<file path="config.mk">
export PLATFORM = sky130hd
export DESIGN_NAME = serial_detect_arbiter
export DESIGN_NICKNAME = d
export VERILOG_FILES = /design/src/rtl/serial_detect_arbiter_pkg.sv /design/src/rtl/serial_detect_arbiter_run_detector.sv /design/src/rtl/serial_detect_arbiter.sv
export SDC_FILE = /design/constraint.sdc
export NUM_CORES = 1
export LEC_CHECK = 0
export CAP_MARGIN = 0
export CORE_MARGIN = 2
export CORE_UTILIZATION = 25
export CTS_BUF_LIST = sky130_fd_sc_hd__clkbuf_8
export CTS_CLUSTER_SIZE = 12
export DETAILED_ROUTE_END_ITERATION = 12
export HOLD_SLACK_MARGIN = 0.15
export PLACE_DENSITY_LB_ADDON = 0.1
export SETUP_SLACK_MARGIN = 0.02
export SLEW_MARGIN = 0
export SYNTH_ARGS = -nofsm -noshare
export SYNTH_HDL_FRONTEND = slang
export SYNTH_SLANG_ARGS = --single-unit
</file>
<file path="constraint.sdc">
create_clock -name clk -period 2.1 [get_ports clk]
set_input_delay 0.525 -clock clk [delete_from_list [all_inputs] [get_ports clk]]
set_output_delay 0.525 -clock clk [all_outputs]
set_load 0.05 [all_outputs]
</file>
<file path="src/rtl/serial_detect_arbiter_pkg.sv">
// rtl/serial_detect_arbiter_pkg.sv - shared scheduler state and detector encodings
//   no ports; imported by run_detector and serial_detect_arbiter
package serial_detect_arbiter_pkg;

   typedef enum logic [1:0] {
      IDLE   = 2'd0,
      GRANT  = 2'd1,
      RUN    = 2'd2,
      REPORT = 2'd3
   } sched_state_t;

   // One-hot detector states: A = no run, B = one '1' seen, C = two or more '1's
   localparam logic [2:0] DET_A = 3'b001;
   localparam logic [2:0] DET_B = 3'b010;
   localparam logic [2:0] DET_C = 3'b100;

endpackage

</file>
<file path="src/rtl/serial_detect_arbiter_run_detector.sv">
// rtl/serial_detect_arbiter_run_detector.sv - one-hot Moore run-of-ones detector
//   clk, rst_n : clock, asynchronous active-low reset
//   clr        : force state A on the next edge
//   en         : advance the detector with w this cycle
//   w          : serial input bit
//   match      : high while the detector is in state C
//   pre_hit    : this edge moves into or stays in C (en & w & (B|C))
module run_detector
   import serial_detect_arbiter_pkg::*;
(
   input  logic clk,
   input  logic rst_n,
   input  logic clr,
   input  logic en,
   input  logic w,
   output logic match,
   output logic pre_hit
);

   logic [2:0] det;
   logic       det_ok;
   logic       in_bc;

   assign det_ok  = (det == DET_A) || (det == DET_B) || (det == DET_C);
   assign in_bc   = (det == DET_B) || (det == DET_C);
   assign match   = (det == DET_C);
   assign pre_hit = en & w & in_bc;

   // A corrupted (non-one-hot) register recovers to A regardless of en
   always_ff @(posedge clk or negedge rst_n) begin
      if (!rst_n) begin
         det <= DET_A;
      end else if (clr || !det_ok) begin
         det <= DET_A;
      end else if (en) begin
         if (!w)
            det <= DET_A;
         else if (det == DET_A)
            det <= DET_B;
         else
            det <= DET_C;
      end
   end

endmodule

</file>
<file path="src/rtl/serial_detect_arbiter.sv">
// rtl/serial_detect_arbiter.sv - round-robin sharing of one run detector among requesters
//   clk, rst_n : clock, asynchronous active-low reset
//   req        : per-requester level request
//   din        : per-requester serial bit, only the granted one is used
//   gnt        : one-hot grant (zero outside GRANT/RUN)
//   busy       : high in GRANT, RUN and REPORT
//   match      : detector in state C
//   done       : one-cycle pulse in REPORT with done_id and hit_cnt valid
module serial_detect_arbiter
   import serial_detect_arbiter_pkg::*;
#(
   parameter int N_REQ = 4,
   parameter int BURST = 8,
   parameter int ID_W  = $clog2(N_REQ),
   parameter int CNT_W = $clog2(BURST + 1)
) (
   input  logic             clk,
   input  logic             rst_n,
   input  logic [N_REQ-1:0] req,
   input  logic [N_REQ-1:0] din,
   output logic [N_REQ-1:0] gnt,
   output logic             busy,
   output logic             match,
   output logic             done,
   output logic [ID_W-1:0]  done_id,
   output logic [CNT_W-1:0] hit_cnt
);

   sched_state_t     state;
   logic [ID_W-1:0]  cur;
   logic [ID_W-1:0]  last;
   logic [CNT_W-1:0] bit_cnt;
   logic [ID_W-1:0]  pick;
   logic [ID_W-1:0]  idx;
   logic             pick_vld;
   logic             pre_hit;

   // Search last+1, last+2, ... (mod N_REQ); the first set request wins
   always_comb begin
      pick     = '0;
      pick_vld = 1'b0;
      idx      = '0;
      for (int i = 1; i <= N_REQ; i++) begin
         idx = ID_W'((int'(last) + i) % N_REQ);
         if (!pick_vld && req[idx]) begin
            pick     = idx;
            pick_vld = 1'b1;
         end
      end
   end

   run_detector u_det (
      .clk     (clk),
      .rst_n   (rst_n),
      .clr     ((state == GRANT) || (state == REPORT)),
      .en      (state == RUN),
      .w       (din[cur]),
      .match   (match),
      .pre_hit (pre_hit)
   );

   always_ff @(posedge clk or negedge rst_n) begin
      if (!rst_n) begin
         state   <= IDLE;
         cur     <= '0;
         last    <= ID_W'(N_REQ - 1);
         gnt     <= '0;
         busy    <= 1'b0;
         done    <= 1'b0;
         done_id <= '0;
         hit_cnt <= '0;
         bit_cnt <= '0;
      end else begin
         done <= 1'b0;
         case (state)
            IDLE: begin
               if (pick_vld) begin
                  cur   <= pick;
                  gnt   <= {{(N_REQ-1){1'b0}}, 1'b1} << pick;
                  busy  <= 1'b1;
                  state <= GRANT;
               end
            end
            GRANT: begin
               bit_cnt <= '0;
               hit_cnt <= '0;
               state   <= RUN;
            end
            RUN: begin
               hit_cnt <= hit_cnt + CNT_W'(pre_hit);
               // done/gnt change on the last sample edge so they line up with REPORT
               if (bit_cnt == CNT_W'(BURST - 1)) begin
                  gnt     <= '0;
                  done    <= 1'b1;
                  done_id <= cur;
                  state   <= REPORT;
               end else begin
                  bit_cnt <= bit_cnt + CNT_W'(1);
               end
            end
            REPORT: begin
               last  <= cur;
               busy  <= 1'b0;
               state <= IDLE;
            end
            default: state <= IDLE;
         endcase
      end
   end

endmodule

</file>
==> impl_metrics.json <==
{
  "grt_max_degree": 26,
  "num_rows": 26,
  "clkSinkCount": 25,
  "power_density_mw_per_mm2": 1160,
  "synth_cell_type_count": 40,
  "yosys-top-cells-count": "dfrtp_1, inv_1, nand2_1, o21ai_0, nand3_1",
  "synth_edf_count": 0,
  "async_flop_share_pct": 100,
  "clock_skew_ps": 3.96,
  "cts_max_level": 1,
  "arrival_ps": 1430,
  "p_leak_nw": 0.762,
  "hold_start": "gnt[3]$_DFFE_PN0P_",
  "hold_path.class": "reg2reg",
  "met1_usage_pct": 12.9,
  "cp.buffers_inverters": 1,
  "clock_path_buffers": 2,
  "start_kind": "register",
  "yosys.area.top_type_share_pct": 40.4,
  "area_growth_pct": 33.0,
  "period_needed_ps": 1950,
  "yosysWarnings": 0,
  "worstSetupEndpoint": "gnt[0]",
  "syn_nets": 155,
  "yosysTopAreaCell": "dfrtp_1",
  "viasPerCell": 4.57,
  "final_util_pct": 35.0,
  "initial_core_util_pct": 26.3,
  "use_met3_pct": 2.67,
  "drt-pass1-iter-count": 4,
  "post_drt_wl_per_cell_um": 12.4,
  "grt_usage_pct": 10.5,
  "status": "finished clean",
  "postLayoutCellArea_mm2": 0.00181,
  "multi_input_area_um2": 713,
  "path_cells": "clkdlybuf4s50_1",
  "antenna_found_initial": 0,
  "timing.final.crit_share_pct": 93.0,
  "cp.depth": 1,
  "r2r_cells": 10,
  "synth_cells": 138,
  "n_antenna_cell": 0,
  "grt_pass1_vias": 1089,
  "dpl.cell_count": 235,
  "vdd_drop_max_v": 0.000422,
  "power_mw": 2.11,
  "r2r-end": "hit_cnt[3]$_DFFE_PN0P_",
  "ant_nets": 0,
  "yosysMostFrequentCell": "dfrtp_1",
  "worstMarginPinSlew_ps": 497,
  "dp_hpwl_mm": 2.21,
  "fmax_ghz": 0.512,
  "drtIter0Drc": 29,
  "place.port_buffers": 22,
  "ctsRootBufferMaster": "clkbuf_8",
  "drv_cap": 0,
  "cp_max_fo": 2,
  "ys_ff_latch": 25,
  "dieArea_mm2": 0.00605,
  "cts_tree": "done",
  "ctsHoldBuffers": 0,
  "rrSetupSlack_ps": 220,
  "crit_family": "buffers and inverters",
  "seq_area_frac_synth_pct": 46.2,
  "endpoint_kind": "primary output",
  "crit_path_start": "gnt[0]$_DFFE_PN0P_",
  "final_hold_viol_count": 0,
  "top_usage_layer": "met2",
  "finalSetupViolations": 0,
  "drc_errors": 0,
  "gp_congestion": 0.750,
  "syn_area_mm2": 0.00136,
  "fp.dieH_um": 77.8,
  "drive_gt1_share_pct": 22.5,
  "die_w_um": 77.8,
  "slew-limit-headroom_pct": 66.8,
  "grt_pass1_wl_mm": 5.17,
  "syn_avg_cell_area_um2": 9.86,
  "critPathRequiredTime_ps": 1570,
  "gr-total-overflow": 0,
  "wirelength_mm": 2.97,
  "io-pin-count": 23,
  "core_region_area_mm2": 0.00517,
  "cts_made_buffers": 3,
  "insertion_delay_ps": 260,
  "rsz0062_at_grt": "no",
  "place_area_mm2": 0.00172,
  "critPathKind": "reg2out",
  "final_cells": 239,
  "synth_area_leaders": "dfrtp_1, ha_1, dfstp_2",
  "crit_slowest_cell": "clkdlybuf4s50_1",
  "slowest_delay_ps": 800,
  "synthFlopType": "dfrtp_1",
  "fillers": 527,
  "final-seq-area_um2": 629,
  "vias": 1093,
  "r2r-start": "state[0]$_DFFE_PN0P_",
  "use_met2_pct": 18.6,
  "hold_slack_ps": 500,
  "final_nets": 187,
  "clk_transition_reported_paths_ps": 80,
  "final_max_slew_viol_count": 0
}
==> flip-flops by register name, indices dropped and copies added, names as in the netlist <==
register and cells:
cur 2, u_det.det 3, last 2, done_id 2, done 1, state 2
busy 1, hit_cnt 4, bit_cnt 4, gnt 4
==> layout make-up <==
type / instances / area share, %
Clock buffer: 3 / 2.28
Clock inverter: 1 / 0.207
Inverter: 12 / 2.49
Multi-Input combinational cell: 97 / 39.4
Sequential cell: 25 / 34.8
Tap cell: 70 / 4.84
Timing Repair Buffer: 31 / 16.0
==> per-layer routing <==
metal,routed length (um),vias to the layer above
li1,-,553
met1,1390,521
met2,1480,17
met3,99,2
met4,11,0
met5,0,-
==> metrics by stage <==
step	TNS [ps]	setup slack, ps
after global placement	-576	-210
after global routing	0	27.6
after detailed placement	-683	-238
after CTS	0	43.6
after floorplan	0	242
final	0	147
==> worst min-delay path by stage <==
| stage | cells after the start | slack, ps | endpoint |
|---|---|---|---|
| 5_1_grt | 1 | 530 | gnt[1]$_DFFE_PN0P_ |
| 2_1_floorplan | 0 | 230 | bit_cnt[0]$_DFFE_PN0P_ |
| 3_3_place_gp | 2 | 470 | gnt[2]$_DFFE_PN0P_ |
| 3_5_place_dp | 2 | 480 | gnt[2]$_DFFE_PN0P_ |
| 6_report | 2 | 500 | gnt[3]$_DFFE_PN0P_ |
| 4_1_cts | 2 | 510 | gnt[2]$_DFFE_PN0P_ |
==> repair_timing <==
action	in CTS	in global routing
endpoints found under the setup margin	0	3
resized for setup	0	12
buffers inserted	0	0
==> kinds of logic after synthesis <==
group                    Yosys count  share of synthesized area, %
AND/OR/NAND/NOR                   43                          17.3
multiplexers                       8                          6.43
AO/OA/AOI/OAI                     37                          17.9
XOR/XNOR                           2                          1.29
adder cells (fa/ha/maj)            7                          6.43
flip-flops                        25                          46.2
buffers and inverters             16                          4.41
==> cell usage in the layout (no fill, tap or decap), types with 3 or more instances in the layout <==
cell	instances
a21oi_1	7
buf_4	14
clkbuf_8	3
clkdlybuf4s50_1	14
dfrtp_1	22
dfstp_2	3
ha_1	4
inv_1	12
mux2_2	6
nand2_1	11
nand2b_1	5
nand3_1	8
nor2_1	6
o21ai_0	9
o21ai_1	4
o22ai_1	3
==> power by group <==
part	total, mW	switching (mW)	internal [mW]
clock	0.277	0.146	0.131
sequential	0.785	0.152	0.633
combinational	1.04	0.592	0.452
No activity file was read; power rests on OpenSTA's default activity.
==> variant 1 (config.mk and constraints unchanged) <==
The 4 states of `sched_state_t` get a one-hot encoding in 4 bits.
--- a/src/rtl/serial_detect_arbiter_pkg.sv
+++ b/src/rtl/serial_detect_arbiter_pkg.sv
@@ -2,11 +2,11 @@
 //   no ports; imported by run_detector and serial_detect_arbiter
 package serial_detect_arbiter_pkg;
 
-   typedef enum logic [1:0] {
-      IDLE   = 2'd0,
-      GRANT  = 2'd1,
-      RUN    = 2'd2,
-      REPORT = 2'd3
+   typedef enum logic [3:0] {
+      IDLE   = 4'b0001,
+      GRANT  = 4'b0010,
+      RUN    = 4'b0100,
+      REPORT = 4'b1000
    } sched_state_t;
 
    // One-hot detector states: A = no run, B = one '1' seen, C = two or more '1's
Formal check against the unedited RTL: no difference found for any inputs over 10 cycles, from zero or initial values and one cycle with rst_n low; not proved beyond that.
==> variant 1 against the unedited design <==
  * Critical path depth grew 6
  * Synthesized cell count down 10%
  * Setup slack worse by 0.077 ns
  * Area after synthesis is 2.1% lower
  * Total power decreased by 21%
  * Sequential cell count rose by 2
  * Routed wire length grew 0.74%
  * Sequential share of layout area is 3.5 points higher
  * Final area shrank 1.7%
  * Highest routed layer unchanged
  * Via count shrank 1.5%
  * Largest power group is now sequential cells
  * Clock skew decreased by 0.0014 ns
==> variant 1: results (changes against the unedited design) <==
metric;value;unit;change
grt_max_degree;28;;+7.7%
critPathLaunch;din[3];;
leakage;0.000801;uW;+5.1%
yosysSeqAreaShare;51.1;%;+4.8 points
wirelength;3000;um;+0.74%
grtUsageMet2;18.5;%;-0.11 points
hold_start;hit_cnt[3]$_DFFE_PN0N_;;
post_cts_buffers;0;;unchanged
clk_pin_slew;0.09;ns;
cpMaxStageDelayCell;mux4_2;;
layout_setup_ws;0.0703;ns;-0.0766 ns
cpPeakStageDelay;0.49;ns;-0.31 ns
async_flop_share;100;%;unchanged
use_met3;2.00;%;-0.67 points
p_sw_share;37.2;%;-5.0 points
synth_area_leaders;dfrtp_1, dfstp_2, nand2_1;;
highest_layer;met4;;
wl_met3;89;um;-10%
r2r-start;state[3]$_DFFE_PN0P_;;
grt_pass1_wl;5170;um;unchanged
timing.hold.ws;0.474;ns;-0.0268 ns
cts-root-buf;clkbuf_8;;
clock_skew;0.00257;ns;-0.00139 ns
placed_area;1710;um^2;-0.94%
crit_path_max_fanout;2;;unchanged
clockBufferDepth;2;;unchanged
nets;175;;-6.4%
reg2reg_slack;0.23;ns;
ys_types;41;;+2.5%
gp_congestion;0.826;;+10%
dpl.hpwl;2250;um;+1.8%
fill_cells;562;;+6.6%
multiInputGateArea;631;um^2;-12%
ys_warn_count;0;;unchanged
cts_resized;0;;unchanged
ir_drop;422;uV;about the same
outcome;completed;;
tightest_slew;0.630;ns;+0.134 ns
met2_length;1500;um;+1.4%
critPathArrivalTime;2.20;ns;+0.77 ns
min_path_type;reg -> reg;;
synth_nets;137;;-12%
vias;1077;;-1.5%
clkLatencyLatePin;0.27;ns;
drt_pre_antenna_iters;4;;unchanged
cpLargestDelayFamily;multiplexers;;
drt_iter0_drc;75;;+160%
met1_usage;14.0;%;+1.1 points
track_usage;10.9;%;+0.39 points
dpl_worst_slack;-0.282;ns;-0.0439 ns
port_buffers;22;;unchanged
wl_met1;1390;um;+0.29%
final_layout_size_suffix_gt1_share;23.0;%;+0.50 points
diodes;0;;unchanged
cts_inserted_buffers;3;;unchanged
synth_common_cells;dfrtp_1, nand2_1, o21ai_0;;
antenna_found_initial;0;;unchanged
h-tree-depth;1;;unchanged
-- variant 1: cell types whose count changed after synthesis, sizes merged, moves of 4 or more --
cell	before	now
ha	7	3
mux2	6	2
inv	12	7
clkbuf	4	0
nor2b	1	5
-- variant 1: worst paths after layout --
check / endpoint / cells past startpoint
max: hit_cnt[1]$_DFFE_PN0N_ / 7
min: hit_cnt[3]$_DFFE_PN0N_ / 1
max reg2reg: gnt[3]$_DFFE_PN0P_ / 4
min reg2reg: hit_cnt[3]$_DFFE_PN0N_ / 1
max in group asynchronous: state[0]$_DFFE_PN1P_ / 2
min in group asynchronous: hit_cnt[3]$_DFFE_PN0N_ / 2
-- variant 1: power by group through the flow --
stage	combinational (uW)	clock, uW	sequential, uW
6_report	615	296	754
5_1_grt	680	332	777
4_1_cts	617	312	755
3_5_place_dp	615	0	763
3_3_place_gp	610	0	762
2_1_floorplan	279	0	851
-- variant 1: final cells by class --
cell class                      instances  share of cell area (%)
Clock buffer                            3                    2.32
Clock inverter                          1                   0.211
Inverter                                7                    1.48
Multi-Input combinational cell         88                    35.4
Sequential cell                        27                    38.2
Tap cell                               70                    4.92
Timing Repair Buffer                   35                    17.4
-- variant 1: cells by family (layout without fill, tap and decap cells) --
group | count (synthesis) | count (layout) | share of synthesized area [%]
buf+inv | 9 | 46 | 2.72
mux | 3 | 3 | 3.38
flops | 27 | 27 | 51.1
simple gates | 52 | 52 | 24.9
compound gates | 30 | 30 | 15.1
fa+ha+maj | 3 | 3 | 2.82
-- variant 1: per-stage QoR --
| step | std cells | power (uW) | setup TNS [ns] |
|---|---|---|---|
| after global routing | 231 | 1790 | 0 |
| after detailed placement | 225 | 1380 | -0.940 |
| after floorplan | 124 | 1130 | 0 |
| final | 231 | 1660 | 0 |
| after global placement | 225 | 1370 | -0.678 |
| after CTS | 229 | 1680 | 0 |
==> variant 2 (same flow settings) <==
Made on the original files. `BURST`: 8 -> 16.
--- a/src/rtl/serial_detect_arbiter.sv
+++ b/src/rtl/serial_detect_arbiter.sv
@@ -10,7 +10,7 @@
    import serial_detect_arbiter_pkg::*;
 #(
    parameter int N_REQ = 4,
-   parameter int BURST = 8,
+   parameter int BURST = 16,
    parameter int ID_W  = $clog2(N_REQ),
    parameter int CNT_W = $clog2(BURST + 1)
 ) (
Ports: changed (resized hit_cnt); port bits go from 23 to 24. The function was not compared with the original's and may differ.
==> variant 2 against the unedited design <==
  * Area after synthesis grew 7.8%
  * Routed wire length rose by 7.2%
  * Via count increased by 7.5%
  * Highest routed layer unchanged
  * Setup slack lost 0.063 ns
  * Sequential cell count is 2 higher
  * Final area rose by 10%
  * Total power increased by 7.4%
  * Non-clock buffer count up 3
==> variant 2: results (changes against the unedited design) <==
metric;value;unit;change
crit_end;busy;;
gp_congestion;0.778;;+3.7%
grt_pass1_wl;5430;um;+5.1%
vias;1175;;+7.5%
synthAdderAreaFrac;6.82;%;+0.39 points
critPathLaunch;busy$_DFFE_PN0P_;;
cpPeakStageDelay;0.83;ns;+0.03 ns
cts_inserted_buffers;3;;unchanged
clockPowerShare;12.9;%;-0.2 points
hold_depth;1;;-1
synth_common_cells;dfrtp_1, inv_1, a21oi_1, o22ai_1;;
yosysSeqAreaShare;46.3;%;+0.060 points
ys_types;41;;+2.5%
antenna_found_initial;0;;unchanged
ys.flop_type;dfrtp_1;;
leakage;0.000885;uW;+16%
nets;201;;+7.5%
cpLargestDelayFamily;buffers and inverters;;
hold_start;done_id[1]$_DFFE_PN0P_;;
reg2reg_slack;0.20;ns;-0.02 ns
clockBufferDepth;2;;unchanged
outcome;completed;;
power-per-cell-area;1140;nW/um^2;-2.3%
wirelength;3190;um;+7.2%
cts_resized;13;;+13
tightest_slew;0.568;ns;+0.0712 ns
dpl.hpwl;2410;um;+8.9%
synth_area_leaders;dfrtp_1, ha_1, dfstp_2;;
synth_nets;165;;+6.5%
internal_power;1320;uW;+8.4%
placed_area;1850;um^2;+7.3%
synthMuxAreaShare;6.31;%;-0.13 points
cts-root-buf;clkbuf_8;;
synth_compound_area_share;16.7;%;-1.2 points
h-tree-depth;1;;unchanged
crit_path_max_fanout;3;;+1
power_frac_seq;34.9;%;-2.4 points
ir_drop;423;uV;+0.45%
clock_skew;0.00178;ns;-0.00218 ns
track_usage;10.9;%;+0.38 points
synthXorXnorAreaFrac;0.597;%;-0.69 points
crit-reg2reg-capture;hit_cnt[4]$_DFFE_PN0P_;;
final_layout_size_suffix_gt1_share;24.2;%;+1.7 points
port_buffers;23;;+4.5%
post_cts_buffers;1;;+1
drt_iter0_drc;47;;+62%
async_flop_share;100;%;unchanged
fin_area;1990;um^2;+10%
ys_warn_count;0;;unchanged
fill_cells;577;;+9.5%
top_regs;bit_cnt: 5 flops, hit_cnt: 5 flops, gnt: 4 flops;;
min_path_type;reg -> reg;;
grt_max_degree;28;;+7.7%
r2r_cells;10;;unchanged
r2r-start;state[0]$_DFFE_PN0P_;;
critPathArrivalTime;1.49;ns;+0.06 ns
[variant 2: cell count changes in the layout (fill, tap and decap cells not counted), sizes merged, moves of 2 or more]
cell,change
nand2,-3
o22ai,+6
dfrtp,+2
nand3,-3
buf,+2
inv,+9
nand2b,+2
a21oi,+3
nor2b,+2
[variant 2: per-stage QoR]
stage / setup TNS (ns) / hold WS [ns] / setup WS [ns] / cells
6_report: 0 / 0.509 / 0.0838 / 254
5_1_grt: 0 / 0.535 / 0.0339 / 254
4_1_cts: 0 / 0.518 / 0.0221 / 254
3_5_place_dp: -1.49 / 0.493 / -0.418 / 249
3_3_place_gp: -1.36 / 0.491 / -0.381 / 249
2_1_floorplan: 0 / 0.229 / 0.0528 / 147
[variant 2: worst min-delay path by stage]
| stage | to | slack [ns] |
|---|---|---|
| 2_1_floorplan | bit_cnt[0]$_DFFE_PN0P_ | 0.23 |
| 5_1_grt | done_id[0]$_DFFE_PN0P_ | 0.54 |
| 6_report | done_id[1]$_DFFE_PN0P_ | 0.51 |
| 4_1_cts | done_id[1]$_DFFE_PN0P_ | 0.52 |
| 3_5_place_dp | done_id[1]$_DFFE_PN0P_ | 0.49 |
| 3_3_place_gp | done_id[0]$_DFFE_PN0P_ | 0.49 |
[variant 2: per-layer routing]
metal  share of wire, %  track usage (%)  wire, um  up-vias
li1                   -                -         -      586
met1                 46             12.9      1470      569
met2                 49             19.5      1580       18
met3                3.6             2.70       114        2
met4               0.78             2.54        25        0
met5                  0                0         0        -
[variant 2: final cells by class]
| type | count | area share, % |
|---|---|---|
| Tap cell | 72 | 4.53 |
| Multi-Input combinational cell | 96 | 39.0 |
| Inverter | 21 | 3.96 |
| Clock buffer | 3 | 2.07 |
| Clock inverter | 1 | 0.189 |
| Sequential cell | 27 | 34.1 |
| Timing Repair Buffer | 34 | 16.1 |
